File: src/rtl/vga_grid_capture.sv
// vga_grid_capture: recovers the 4x8 block colour grid from a VGA stream.
// Locks onto hsync/vsync timing and publishes one grid per locked frame.

module vga_grid_capture #(
    parameter int H_TOTAL         = 1040,
    parameter int LINES_PER_FRAME = 665,
    parameter int H_ACT_START     = 188,
    parameter int V_ACT_START     = 31,
    parameter int BLK_W           = 200,
    parameter int BLK_H           = 75,
    parameter int UNDO_OFFSET     = 1
) (
    input  logic        CLK_50M,
    input  logic        RST,
    input  logic        hsync,
    input  logic        vsync,
    input  logic [2:0]  vga_rgb,
    output logic [23:0] column_0,
    output logic [23:0] column_1,
    output logic [23:0] column_2,
    output logic [23:0] column_3,
    output logic        frame_valid,
    output logic        locked,
    output logic        sync_err
);

    typedef enum logic [1:0] {
        SEARCH = 2'd0,
        VERIFY = 2'd1,
        LOCKED = 2'd2
    } state_t;

    localparam logic [10:0] H_LAST  = 11'(H_TOTAL - 1);
    localparam logic [10:0] H_SAT   = 11'h7ff;
    localparam logic [9:0]  V_SAT   = 10'h3ff;
    localparam logic [10:0] N_LINES = 11'(LINES_PER_FRAME);
    localparam logic [9:0]  V_PUB   = 10'(V_ACT_START + 8 * BLK_H);

    // Colour offset the display adds to each column.
    function automatic logic [2:0] col_off(input int c);
        logic [2:0] o;
        case (c)
            0:       o = 3'd1;
            1:       o = 3'd2;
            2:       o = 3'd4;
            default: o = 3'd6;
        endcase
        if (UNDO_OFFSET == 0) begin
            o = 3'd0;
        end
        return o;
    endfunction

    // Horizontal sample point: centre of block column c.
    function automatic logic [10:0] h_pos(input int c);
        return 11'(H_ACT_START + c * BLK_W + BLK_W / 2);
    endfunction

    // Vertical sample point: centre of block row r.
    function automatic logic [9:0] v_pos(input int r);
        return 10'(V_ACT_START + r * BLK_H + BLK_H / 2);
    endfunction

    logic              hs_q;
    logic              hs_dly_q;
    logic              vs_q;
    logic              vs_dly_q;
    logic [2:0]        rgb_q;

    logic [10:0]       h_cnt_q;
    logic [10:0]       h_cnt_d;
    logic [9:0]        v_cnt_q;
    logic [9:0]        v_cnt_d;

    state_t            state_q;
    state_t            state_d;
    logic              first_q;
    logic              first_d;

    logic [3:0][23:0]  shadow_q;
    logic [3:0][23:0]  shadow_d;
    logic [3:0][23:0]  col_q;
    logic [3:0][23:0]  col_d;
    logic              pub_done_q;
    logic              pub_done_d;

    logic              fv_q;
    logic              fv_d;
    logic              locked_q;
    logic              locked_d;
    logic              err_q;
    logic              err_d;

    logic              hs_fall;
    logic              vs_fall;
    logic [10:0]       lines_seen;
    logic              line_bad;
    logic              frame_bad;
    logic              h_stuck;
    logic              pub_win;
    logic              pub_go;

    // Register the raw VGA inputs plus one extra sync stage for edge detection.
    always_ff @(posedge CLK_50M) begin
        if (RST) begin
            hs_q     <= 1'b1;
            hs_dly_q <= 1'b1;
            vs_q     <= 1'b1;
            vs_dly_q <= 1'b1;
            rgb_q    <= 3'd0;
        end else begin
            hs_q     <= hsync;
            hs_dly_q <= hs_q;
            vs_q     <= vsync;
            vs_dly_q <= vs_q;
            rgb_q    <= vga_rgb;
        end
    end

    assign hs_fall = hs_dly_q & ~hs_q;
    assign vs_fall = vs_dly_q & ~vs_q;

    // Position counters: h restarts per line, v per frame, both saturate.
    always_comb begin
        h_cnt_d = h_cnt_q;
        v_cnt_d = v_cnt_q;
        if (hs_fall) begin
            h_cnt_d = 11'd0;
        end else if (h_cnt_q != H_SAT) begin
            h_cnt_d = h_cnt_q + 11'd1;
        end
        if (vs_fall) begin
            v_cnt_d = 10'd0;
        end else if (hs_fall && (v_cnt_q != V_SAT)) begin
            v_cnt_d = v_cnt_q + 10'd1;
        end
    end

    // A coincident hsync edge still belongs to the frame that is ending.
    assign lines_seen = {1'b0, v_cnt_q} + {10'd0, hs_fall};
    assign line_bad   = hs_fall & ~first_q & (h_cnt_q != H_LAST);
    assign frame_bad  = vs_fall & (lines_seen != N_LINES);
    assign h_stuck    = (h_cnt_q == H_SAT);

    // Lock state register.
    always_ff @(posedge CLK_50M) begin
        if (RST) begin
            state_q <= SEARCH;
        end else begin
            state_q <= state_d;
        end
    end

    // Lock next-state: one good frame in VERIFY earns LOCKED.
    always_comb begin
        state_d = state_q;
        unique case (state_q)
            SEARCH: begin
                if (vs_fall) begin
                    state_d = VERIFY;
                end
            end
            VERIFY: begin
                if (line_bad) begin
                    state_d = SEARCH;
                end else if (vs_fall) begin
                    state_d = frame_bad ? SEARCH : LOCKED;
                end
            end
            LOCKED: begin
                if (line_bad || frame_bad || h_stuck) begin
                    state_d = SEARCH;
                end
            end
            default: state_d = SEARCH;
        endcase
    end

    // Lock outputs: level while LOCKED, pulse when LOCKED is lost.
    always_comb begin
        locked_d = (state_d == LOCKED);
        err_d    = (state_q == LOCKED) && (state_d != LOCKED);
    end

    // The first line after leaving SEARCH has an unknown start, so skip it.
    always_comb begin
        first_d = first_q;
        if ((state_q == SEARCH) && (state_d == VERIFY)) begin
            first_d = 1'b1;
        end else if (hs_fall) begin
            first_d = 1'b0;
        end
    end

    // Shadow grid: cleared per frame, one cell written at each block centre.
    always_comb begin
        shadow_d = shadow_q;
        if (vs_fall) begin
            shadow_d = '0;
        end else begin
            for (int c = 0; c < 4; c++) begin
                for (int r = 0; r < 8; r++) begin
                    if ((h_cnt_q == h_pos(c)) && (v_cnt_q == v_pos(r))) begin
                        shadow_d[c][3 * (7 - r) +: 3] = rgb_q - col_off(c);
                    end
                end
            end
        end
    end

    // Publish once per frame, just below the active area, only while locked.
    always_comb begin
        pub_win    = (v_cnt_q == V_PUB) && (h_cnt_q == 11'd0);
        pub_go     = pub_win && !pub_done_q &&
                     (state_q == LOCKED) && (state_d == LOCKED);
        pub_done_d = pub_done_q;
        if (vs_fall) begin
            pub_done_d = 1'b0;
        end else if (pub_win) begin
            pub_done_d = 1'b1;
        end
        col_d = pub_go ? shadow_q : col_q;
        fv_d  = pub_go;
    end

    // Counters, capture storage and registered outputs.
    always_ff @(posedge CLK_50M) begin
        if (RST) begin
            h_cnt_q    <= 11'd0;
            v_cnt_q    <= 10'd0;
            first_q    <= 1'b0;
            shadow_q   <= '0;
            col_q      <= '0;
            pub_done_q <= 1'b0;
            fv_q       <= 1'b0;
            locked_q   <= 1'b0;
            err_q      <= 1'b0;
        end else begin
            h_cnt_q    <= h_cnt_d;
            v_cnt_q    <= v_cnt_d;
            first_q    <= first_d;
            shadow_q   <= shadow_d;
            col_q      <= col_d;
            pub_done_q <= pub_done_d;
            fv_q       <= fv_d;
            locked_q   <= locked_d;
            err_q      <= err_d;
        end
    end

    assign column_0    = col_q[0];
    assign column_1    = col_q[1];
    assign column_2    = col_q[2];
    assign column_3    = col_q[3];
    assign frame_valid = fv_q;
    assign locked      = locked_q;
    assign sync_err    = err_q;

endmodule

File: config.mk
export PLATFORM = sky130hd
export DESIGN_NAME = vga_grid_capture
export DESIGN_NICKNAME = d
export VERILOG_FILES = /design/src/rtl/vga_grid_capture.sv
export SDC_FILE = /design/constraint.sdc
export NUM_CORES = 1
export LEC_CHECK = 0
export ABC_CLOCK_PERIOD_IN_PS = 6800
export BUFFER_PORTS_ARGS = -buffer_cell sky130_fd_sc_hd__buf_2
export CAP_MARGIN = 10
export CORE_UTILIZATION = 60
export CTS_CLUSTER_DIAMETER = 40
export DETAILED_ROUTE_END_ITERATION = 10
export PLACE_DENSITY = 0.85
export REMOVE_ABC_BUFFERS = 1
export SYNTH_ARGS = -nofsm -noshare
export SYNTH_HDL_FRONTEND = slang
export SYNTH_SLANG_ARGS = --single-unit
File: constraint.sdc
create_clock -name CLK_50M -period 6.8 [get_ports CLK_50M]
set_clock_uncertainty 0.05 [all_clocks]
set_input_delay 1.02 -clock CLK_50M [delete_from_list [all_inputs] [get_ports CLK_50M]]
set_output_delay 1.02 -clock CLK_50M [all_outputs]
set_load 0.05 [all_outputs]
==> summary.txt, run 1 <==
Layout
  • Area of the multi-input gates: approximately 4300 µm²
  • Number of inserted filler cells in the final layout: between 1000 and 1500
  • Signed area change from the synthesized netlist to the final layout: 14.2%
  • Fraction of final layout cells sized beyond drive strength 1: 14.7%
  • Net count reported at finish: roughly 1100
  • Antenna fix cells: 0
  • Commonest cells after routing, fill and taps aside: nand2_1, dfxtp_1, nor2_1, mux2i_1, buf_2
  • Sequential standard cell area: 4540 µm²

Route
  • First DRT Iteration DRCs: approximately 650
  • Detailed-route wire length per cell: 15.2 µm
  • Antenna viol nets, final: 0
  • Routed vias/inst: ~5.6
  • Final routed DRC violation total: 0
  • Vias post-DR: 7318
  • First-pass DRT Iterations: 7
  • Routed WL: 19.9 mm

Worst setup path
  • Launch instance of the worst register-to-register path: hs_q$_SDFF_PP1_
  • Category of the critical setup timing path: reg2reg
  • Data required time of the critical path: slightly above 7 ns
  • Endpoint of the worst-slack reg-to-reg timing path: column_1[17]$_SDFFE_PP0P_
  • Arrival time at the worst endpoint: about 3.8 ns
  • Element type at the critical path end: flop
  • FF-to-FF setup slack: about 3.4 ns
  • Max FO, Critical Path: 57
  • Critical path startpoint category: flop
  • Worst Reg-to-Reg Cells: 10

Worst hold path
  • Worst min path class: reg2reg
  • Cells on Worst Hold Path: 1
  • Beginning of the worst hold path: hs_q$_SDFF_PP1_
  • Worst Hold Path EP: hs_dly_q$_SDFF_PP1_

Clock tree
  • Clock slew at the register clock pins of the worst setup and hold paths: roughly 0.060 ns
  • Clock buffer count from CTS: 27
  • Buffer depth of the longest clock path: 3
  • Root Driver: clkbuf_16
  • TritonCTS sink count: about 230
  • Post CTS Setup Buffer Count: 0
  • Number of hold buffers added after cts: 0
  • Later-pin clock latency in the skew report: approximately 0.53 ns
  • H-tree depth reported by CTS: 1
  • Clock tree from TritonCTS: built
  • Cts repair resizes: 0

Timing
  • Period Utilization, post-route: around 50%
  • Total Negative Setup Slacks: 0 ns
  • Tightest Pin Transition: ~1.2 ns
  • Post-layout min period: approximately 3.4 ns
  • Total setup violations reported at the end of the flow: 0
  • Hold slack: about 0.4 ns
  • Headroom to the max-slew limit: between 20% and 30%
  • Setup repair after global routing missed its margin: false
  • Count of final max-slew check failures: 0
  • Final hold violation count: 0
  • FMAX: a little under 300 MHz

Global routing
  • First-pass GRT wire length: 32.5 mm
  • GRT Residual Overflow: 0
  • Pin count of the biggest net entering global routing: 120
  • Antenna violations before repair: 0
  • Number of global-route vias before repair: between 6000 and 7000
  • Global-route usage over all layers: between 20% and 30%

Placed design
  • Buffers added on ports: between 100 and 150
  • Detailed placement HPWL: around 12 mm
  • Routability congestion estimate from global placement: 0.863

Power
  • Reported net switching power: between 600 and 700 µW
  • Portion of total power attributed to combinational logic: 2.6%
  • Switching share of power: a little under a quarter
  • Pint: between 2000 and 2500 µW
  • Power share of the sequential group: 48.1%
  • Leakage power total: ~0.0037 µW
  • Power density over the cells: ~260 nW/µm²
  • Worst vdd ir: 0.000214 V
  • Clock network power share: about half

Synth
  • Number of flops mapped to enable cells by yosys: 0
  • Sequential share of the synthesized area: 49.1%
  • Warnings from Yosys: 0
  • Mapped Cells: between 1000 and 1500
  • Post-synthesis register bit count: ~230
  • Fraction of registers with async set/reset: 0%
  • Average cell area after synthesis: about 8.9 µm²
  • Yosys cell types: between 40 and 50
  • Top post-synthesis cells by area: dfxtp_1, mux2i_1, nand2_1, nor2_1, a211oi_1
  • Area fraction of the dominant cell type after synthesis: 49.1%
  • Library cell occupying the most area in the post-synthesis netlist: dfxtp_1
  • Most used flip-flop cell after synthesis: dfxtp_1
  • Netlist area before placement: between 9000 and 10000 µm²

Floorplan
  • Number of standard-cell rows in the floorplan: between 40 and 50
  • Initial cell density of the core: between 60% and 70%
  • I/O pin total: between 100 and 150
  • Total core area: approximately 15000 µm²
  • Area enclosed by the die boundary: 15900 µm²
  • Die width: ~130 µm
  • Chip Height: approximately 130 µm

Flow run
  • Max-capacitance violation count: 0

Outcome
  • Outcome: completed
-- routing by layer --
layer  GRT usage, %  up-vias  wire length (µm)  share of wire [%]
met5              0        -                 0                  0
met3           3.74       46               982                4.9
li1               -     3632                 -                  -
met1           33.6     3434              9260                 47
met4           8.65        0               534                2.7
met2           40.5      206              9110                 46
-- power groups by stage --
stage / Combinational (µW) / Sequential, µW / Clock, µW
after floorplan: 43.8 / 1370 / 0
after global placement: 69.8 / 1370 / 0
after detailed placement: 70.6 / 1370 / 0
after CTS: 71.0 / 1340 / 1390
after global routing: 78.4 / 1340 / 1440
final: 71.6 / 1340 / 1380
-- how the worst max path moves through the flow --
| stage | start | end | slack (ns) | depth (start not counted) |
|---|---|---|---|---|
| floorplan | hs_q$_SDFF_PP1_ | column_0[0]$_SDFFE_PP0P_ | -8.93 | 9 |
| global placement | hs_q$_SDFF_PP1_ | column_3[10]$_SDFFE_PP0P_ | 3.57 | 10 |
| detailed placement | hs_q$_SDFF_PP1_ | column_3[3]$_SDFFE_PP0P_ | 3.45 | 10 |
| CTS | hs_q$_SDFF_PP1_ | column_1[11]$_SDFFE_PP0P_ | 3.42 | 10 |
| global route | hs_q$_SDFF_PP1_ | column_1[11]$_SDFFE_PP0P_ | 3.20 | 10 |
| finish | hs_q$_SDFF_PP1_ | column_1[17]$_SDFFE_PP0P_ | 3.41 | 10 |
-- cells in the mapped netlist (2+ instances only) --
library cell and number:
nor3b_1 3, nor3_1 12, inv_1 11, nor2_1 129
mux2i_1 129, or4_1 4, a21oi_1 34, and2_1 3
nand3_1 17, nor4_1 5, clkbuf_1 51, nand4_1 10
xor2_1 9, nor2b_1 10, nor4b_1 3, or2_0 2
and3_1 3, xnor2_1 12, nand3b_1 3, or3_1 3
or2_2 4, and3b_1 3, a31oi_1 2, buf_12 5
a211oi_1 39, buf_4 5, buf_2 6, buf_1 4
nand2b_1 9, nand4b_1 3, ha_1 9, and4_1 7
o211ai_1 2, nand2_1 228, dfxtp_1 227, o21ai_0 16
-- kinds of logic after synthesis --
family / after synthesis / synth area share [%]
multiplexers: 129 / 13.9
buffers and inverters: 83 / 4.53
XOR/XNOR: 21 / 1.99
AND/OR/NAND/NOR: 466 / 22.4
flip-flops: 227 / 49.1
AO/OA/AOI/OAI: 100 / 6.82
adder cells (fa/ha/maj): 9 / 1.22
-- layout make-up --
cell class / count / area share [%]
Tap cell: 188 / 2.23
Clock buffer: 32 / 6.76
Inverter: 12 / 0.473
Clock inverter: 17 / 1.47
Sequential cell: 227 / 43.0
Timing Repair Buffer: 110 / 5.33
Multi-Input combinational cell: 725 / 40.8
-- registers in the layout, summed over array words and instances (netlist names) --
register,count
shadow_q,96
state_q,2
frame_valid,1
column_3,24
v_cnt_q,10
hs_dly_q,1
rgb_q,3
h_cnt_q,11
column_1,24
vs_q,1
hs_q,1
column_0,24
first_q,1
column_2,24
vs_dly_q,1
locked,1
pub_done_q,1
sync_err,1
-- stage by stage --
stage | std cells | utilization [%] | total power, µW | setup WS, ns | instance area (µm²)
after floorplan | 964 | - | 1410 | -8.93 | 8880
after global placement | 1262 | 64.1 | 1440 | 3.57 | 9700
after detailed placement | 1262 | 64.1 | 1440 | 3.45 | 9700
after CTS | 1311 | 69.8 | 2800 | 3.42 | 10600
after global routing | 1311 | 69.8 | 2860 | 3.20 | 10600
final | 1311 | 69.8 | 2790 | 3.41 | 10600
-- critical path, cell delays in order (launching register included) --
cell	delay [ns]
dfxtp_1	0.31
nand2b_1	0.26
inv_1	0.10
ha_1	0.16
ha_1	0.18
nand3_1	0.12
xor2_1	0.19
a221o_1	0.42
nor4_2	0.39
buf_4	0.81
mux2i_1	0.28
(Power assumes the default switching activity.)
==> run 2: changes to the inputs <==
--- a/config.mk
+++ b/config.mk
@@ -5,13 +5,14 @@
 export SDC_FILE = /design/constraint.sdc
 export NUM_CORES = 1
 export LEC_CHECK = 0
-export ABC_CLOCK_PERIOD_IN_PS = 6800
+export ABC_AREA = 1
+export ABC_CLOCK_PERIOD_IN_PS = 3000
 export BUFFER_PORTS_ARGS = -buffer_cell sky130_fd_sc_hd__buf_2
 export CAP_MARGIN = 10
-export CORE_UTILIZATION = 60
+export CORE_UTILIZATION = 53
 export CTS_CLUSTER_DIAMETER = 40
 export DETAILED_ROUTE_END_ITERATION = 10
-export PLACE_DENSITY = 0.85
+export PLACE_DENSITY = 0.79
 export REMOVE_ABC_BUFFERS = 1
 export SYNTH_ARGS = -nofsm -noshare
 export SYNTH_HDL_FRONTEND = slang
==> constraint.sdc (replaced) <==
create_clock -name CLK_50M -period 3 [get_ports CLK_50M]
set_clock_uncertainty 0.05 [all_clocks]
set_input_delay 0.45 -clock CLK_50M [delete_from_list [all_inputs] [get_ports CLK_50M]]
set_output_delay 0.45 -clock CLK_50M [all_outputs]
set_load 0.05 [all_outputs]
==> run 2 against run 1 <==
Critical endpoint is now column_3[21]$_SDFFE_PP0P_. Synthesized cell count rose by 44%. Non-clock buffer count rose by 16. Total power rose to 2.5 times the previous value. Die area rose by 24%. Register-to-register slack got worse by 3.0 ns. Critical path depth rose by 8. Final area rose by 14%. Routed wire length rose by 26%. Critical path type unchanged. Sequential power rose by 130%.
==> summary.txt, run 2 <==
Clock tree
  • Number of hold buffers added after cts: 0
  • H-tree depth reported by CTS: 1
  • Clock slew at the register clock pins of the worst setup and hold paths: approximately 0.060 ns
  • Clock buffer count from CTS: 31
  • Root Driver: clkbuf_16
  • Buffer depth of the longest clock path: 3
  • TritonCTS sink count: 227
  • Later-pin clock latency in the skew report: between 0.5 and 0.6 ns
  • Clock tree from TritonCTS: built

Worst setup path
  • Crit-path slowest cell: dfxtp_1
  • Launch instance of the worst register-to-register path: hs_q$_SDFF_PP1_
  • Data required time of the critical path: about 3.4 ns
  • Critical path startpoint category: flop
  • Worst setup path endpoint: column_3[21]$_SDFFE_PP0P_
  • Worst Reg-to-Reg Cells: 18
  • Cell-by-cell listing of the critical path: inv_1 -> nand2_1 -> inv_1 -> ha_1 -> ha_1 -> inv_1 -> nor2_2 -> nand3_1 -> nand2_1 -> nand3_1 -> nor2_1 -> nand2_1 -> nand2_4 -> nand3_4 -> buf_12 -> nand2_1 -> inv_1 -> nor2_1
  • Launch point of the critical path: hs_q$_SDFF_PP1_
  • Category of the critical setup timing path: reg2reg
  • FF-to-FF setup slack: just under 0.4 ns
  • Endpoint of the worst-slack reg-to-reg timing path: column_3[21]$_SDFFE_PP0P_
  • Max FO, Critical Path: 36
  • Arrival time at the worst endpoint: 3.03 ns
  • Worst path max stage delay: ~0.29 ns
  • Element type at the critical path end: flop

Synth
  • Top post-synthesis cells by area: dfxtp_1, inv_1, nand2_1, nor2_1, nand4_1
  • Warnings from Yosys: 0
  • Fraction of registers with async set/reset: 0%
  • Netlist area before placement: between 10000 and 15000 µm²
  • Post-synthesis register bit count: approximately 230
  • Most instantiated library cell after synthesis: inv_1
  • Sequential share of the synthesized area: between 40% and 50%
  • Library cell occupying the most area in the post-synthesis netlist: dfxtp_1
  • Average cell area after synthesis: just under 7 µm²
  • Number of flops mapped to enable cells by yosys: 0
  • Cell types with the highest counts after synthesis: inv_1, nand2_1, dfxtp_1
  • Mapped Cells: 1495
  • Area fraction of the dominant cell type after synthesis: around 45%
  • Yosys cell types: 34
  • Most used flip-flop cell after synthesis: dfxtp_1

Timing
  • Count of final max-slew check failures: 0
  • FMAX: approximately 380 MHz
  • Total setup violations reported at the end of the flow: 0
  • Final hold violation count: 0
  • Final worst setup slack: between 0.3 and 0.4 ns
  • Headroom to the max-slew limit: between 50 and 60%
  • Setup repair after global routing missed its margin: false
  • Total Negative Setup Slacks: 0 ns
  • Period Utilization, post-route: around 87%
  • Hold slack: a little under 0.03 ns
  • Post-layout min period: 2.61 ns
  • Tightest Pin Transition: a little under 0.7 ns

Placed design
  • Buffers added on ports: 105
  • Detailed placement HPWL: approximately 15 mm
  • Worst setup slack after placement: 0.266 ns
  • Routability congestion estimate from global placement: 0.935

Layout
  • Area of the multi-input gates: ~4000 µm²
  • Fraction of final layout cells sized beyond drive strength 1: 12.2%
  • Number of inserted filler cells in the final layout: 1650
  • Net count reported at finish: roughly 1600
  • Sequential standard cell area: about 4500 µm²
  • Number of flip-flops under the largest register name: 96
  • Antenna fix cells: 0
  • Most common library cell in the layout ignoring fill and taps: inv_1
  • Commonest cells after routing, fill and taps aside: inv_1, nand2_1, dfxtp_1
  • Finished Core Util: between 60% and 70%
  • Register with the highest flop count: shadow_q
  • Signed area change from the synthesized netlist to the final layout: 18.3%

Power
  • Worst vdd ir: 0.000456 V
  • Power density over the cells: roughly 590 nW/µm²
  • Total Power Consumption: roughly 7100 µW
  • Leakage power total: about 0.0054 µW

Global routing
  • GR Util met1: a little under a third
  • First-pass GRT wire length: a little over 40 mm
  • GRT Residual Overflow: 0
  • Antenna violations before repair: 0
  • Routing usage on met2: 42.5%
  • Met3 usage: 3.97%
  • Grt peak-use layer: met2
  • Global-route usage over all layers: between 20% and 30%
  • Number of global-route vias before repair: roughly 8700
  • Pin count of the biggest net entering global routing: ~100

Route
  • Vias post-DR: 9332
  • First DRT Iteration DRCs: 550
  • Routed WL: 25.0 mm
  • Final routed DRC violation total: 0
  • Detailed-route wire length per cell: 13.6 µm
  • Antenna viol nets, final: 0
  • Routed vias/inst: just over 5
  • First-pass DRT Iterations: 5

Floorplan
  • Area enclosed by the die boundary: about 20000 µm²
  • I/O pin total: around 110
  • Initial cell density of the core: about 54%
  • Total core area: 18800 µm²
  • Die width: 141 µm
  • Chip Height: 141 µm
  • Number of standard-cell rows in the floorplan: 50

Outcome
  • Outcome: completed

Worst hold path
  • Worst min path class: in2reg

Flow run
  • Max-capacitance violation count: 0
## run 2: layer usage
layer  vias to the layer above  part of all wire, %
li1                       4802                    -
met1                      4194                   45
met2                       268                   45
met3                        68                  6.1
met4                         0                  3.5
met5                         -                    0
## run 2: repair_timing
item,in CTS,in global routing
gates resized for setup,0,3
endpoints found under the setup margin,0,57
setup buffers,0,3
## run 2: stage by stage
stage | instances | cell area [µm²]
finish | 1842 | 12100
global route | 1842 | 12100
CTS | 1837 | 12000
detailed placement | 1779 | 10900
global placement | 1779 | 10900
floorplan | 1423 | 9850
## run 2: worst max-delay path: cells and delay by family, from the launching register on
family                     cells  cell delay (ns)
adders and majority gates      2             0.48
buffers and inverters          5             0.52
DFF                            1             0.29
and+or+nand+nor               11             1.18
## run 2: logic make-up after synthesis
kind of cell             synth area share, %
adder cells (fa/ha/maj)                 1.11
AND/OR/NAND/NOR                         26.4
AO/OA/AOI/OAI                           10.6
flip-flops                              44.6
buffers and inverters                   16.6
XOR/XNOR                               0.688
## run 2: final cells by class
class / instances / area share (%)
Sequential cell: 227 / 37.7
Multi-Input combinational cell: 836 / 33.2
Inverter: 361 / 11.2
Tap cell: 234 / 2.43
Timing Repair Buffer: 126 / 6.50
Clock inverter: 22 / 2.27
Clock buffer: 36 / 6.67
## run 2: where the power goes
group          switching [µW]  total (µW)  leakage (µW)  internal [µW]
Sequential               11.8        3040       0.00183           3030
Clock                    1400        3770      0.000528           2370
Combinational             186         252       0.00301           66.0
## run 2: worst min-delay path by stage
stage / slack [ns] / cells past startpoint / start / to
detailed placement: 0.36 / 2 / vs_q$_SDFF_PP1_ / vs_dly_q$_SDFF_PP1_
global route: 0.03 / 2 / vsync / vs_q$_SDFF_PP1_
floorplan: 0.34 / 2 / hs_q$_SDFF_PP1_ / hs_dly_q$_SDFF_PP1_
CTS: 0.02 / 2 / vsync / vs_q$_SDFF_PP1_
finish: 0.03 / 2 / vsync / vs_q$_SDFF_PP1_
global placement: 0.36 / 2 / vs_q$_SDFF_PP1_ / vs_dly_q$_SDFF_PP1_
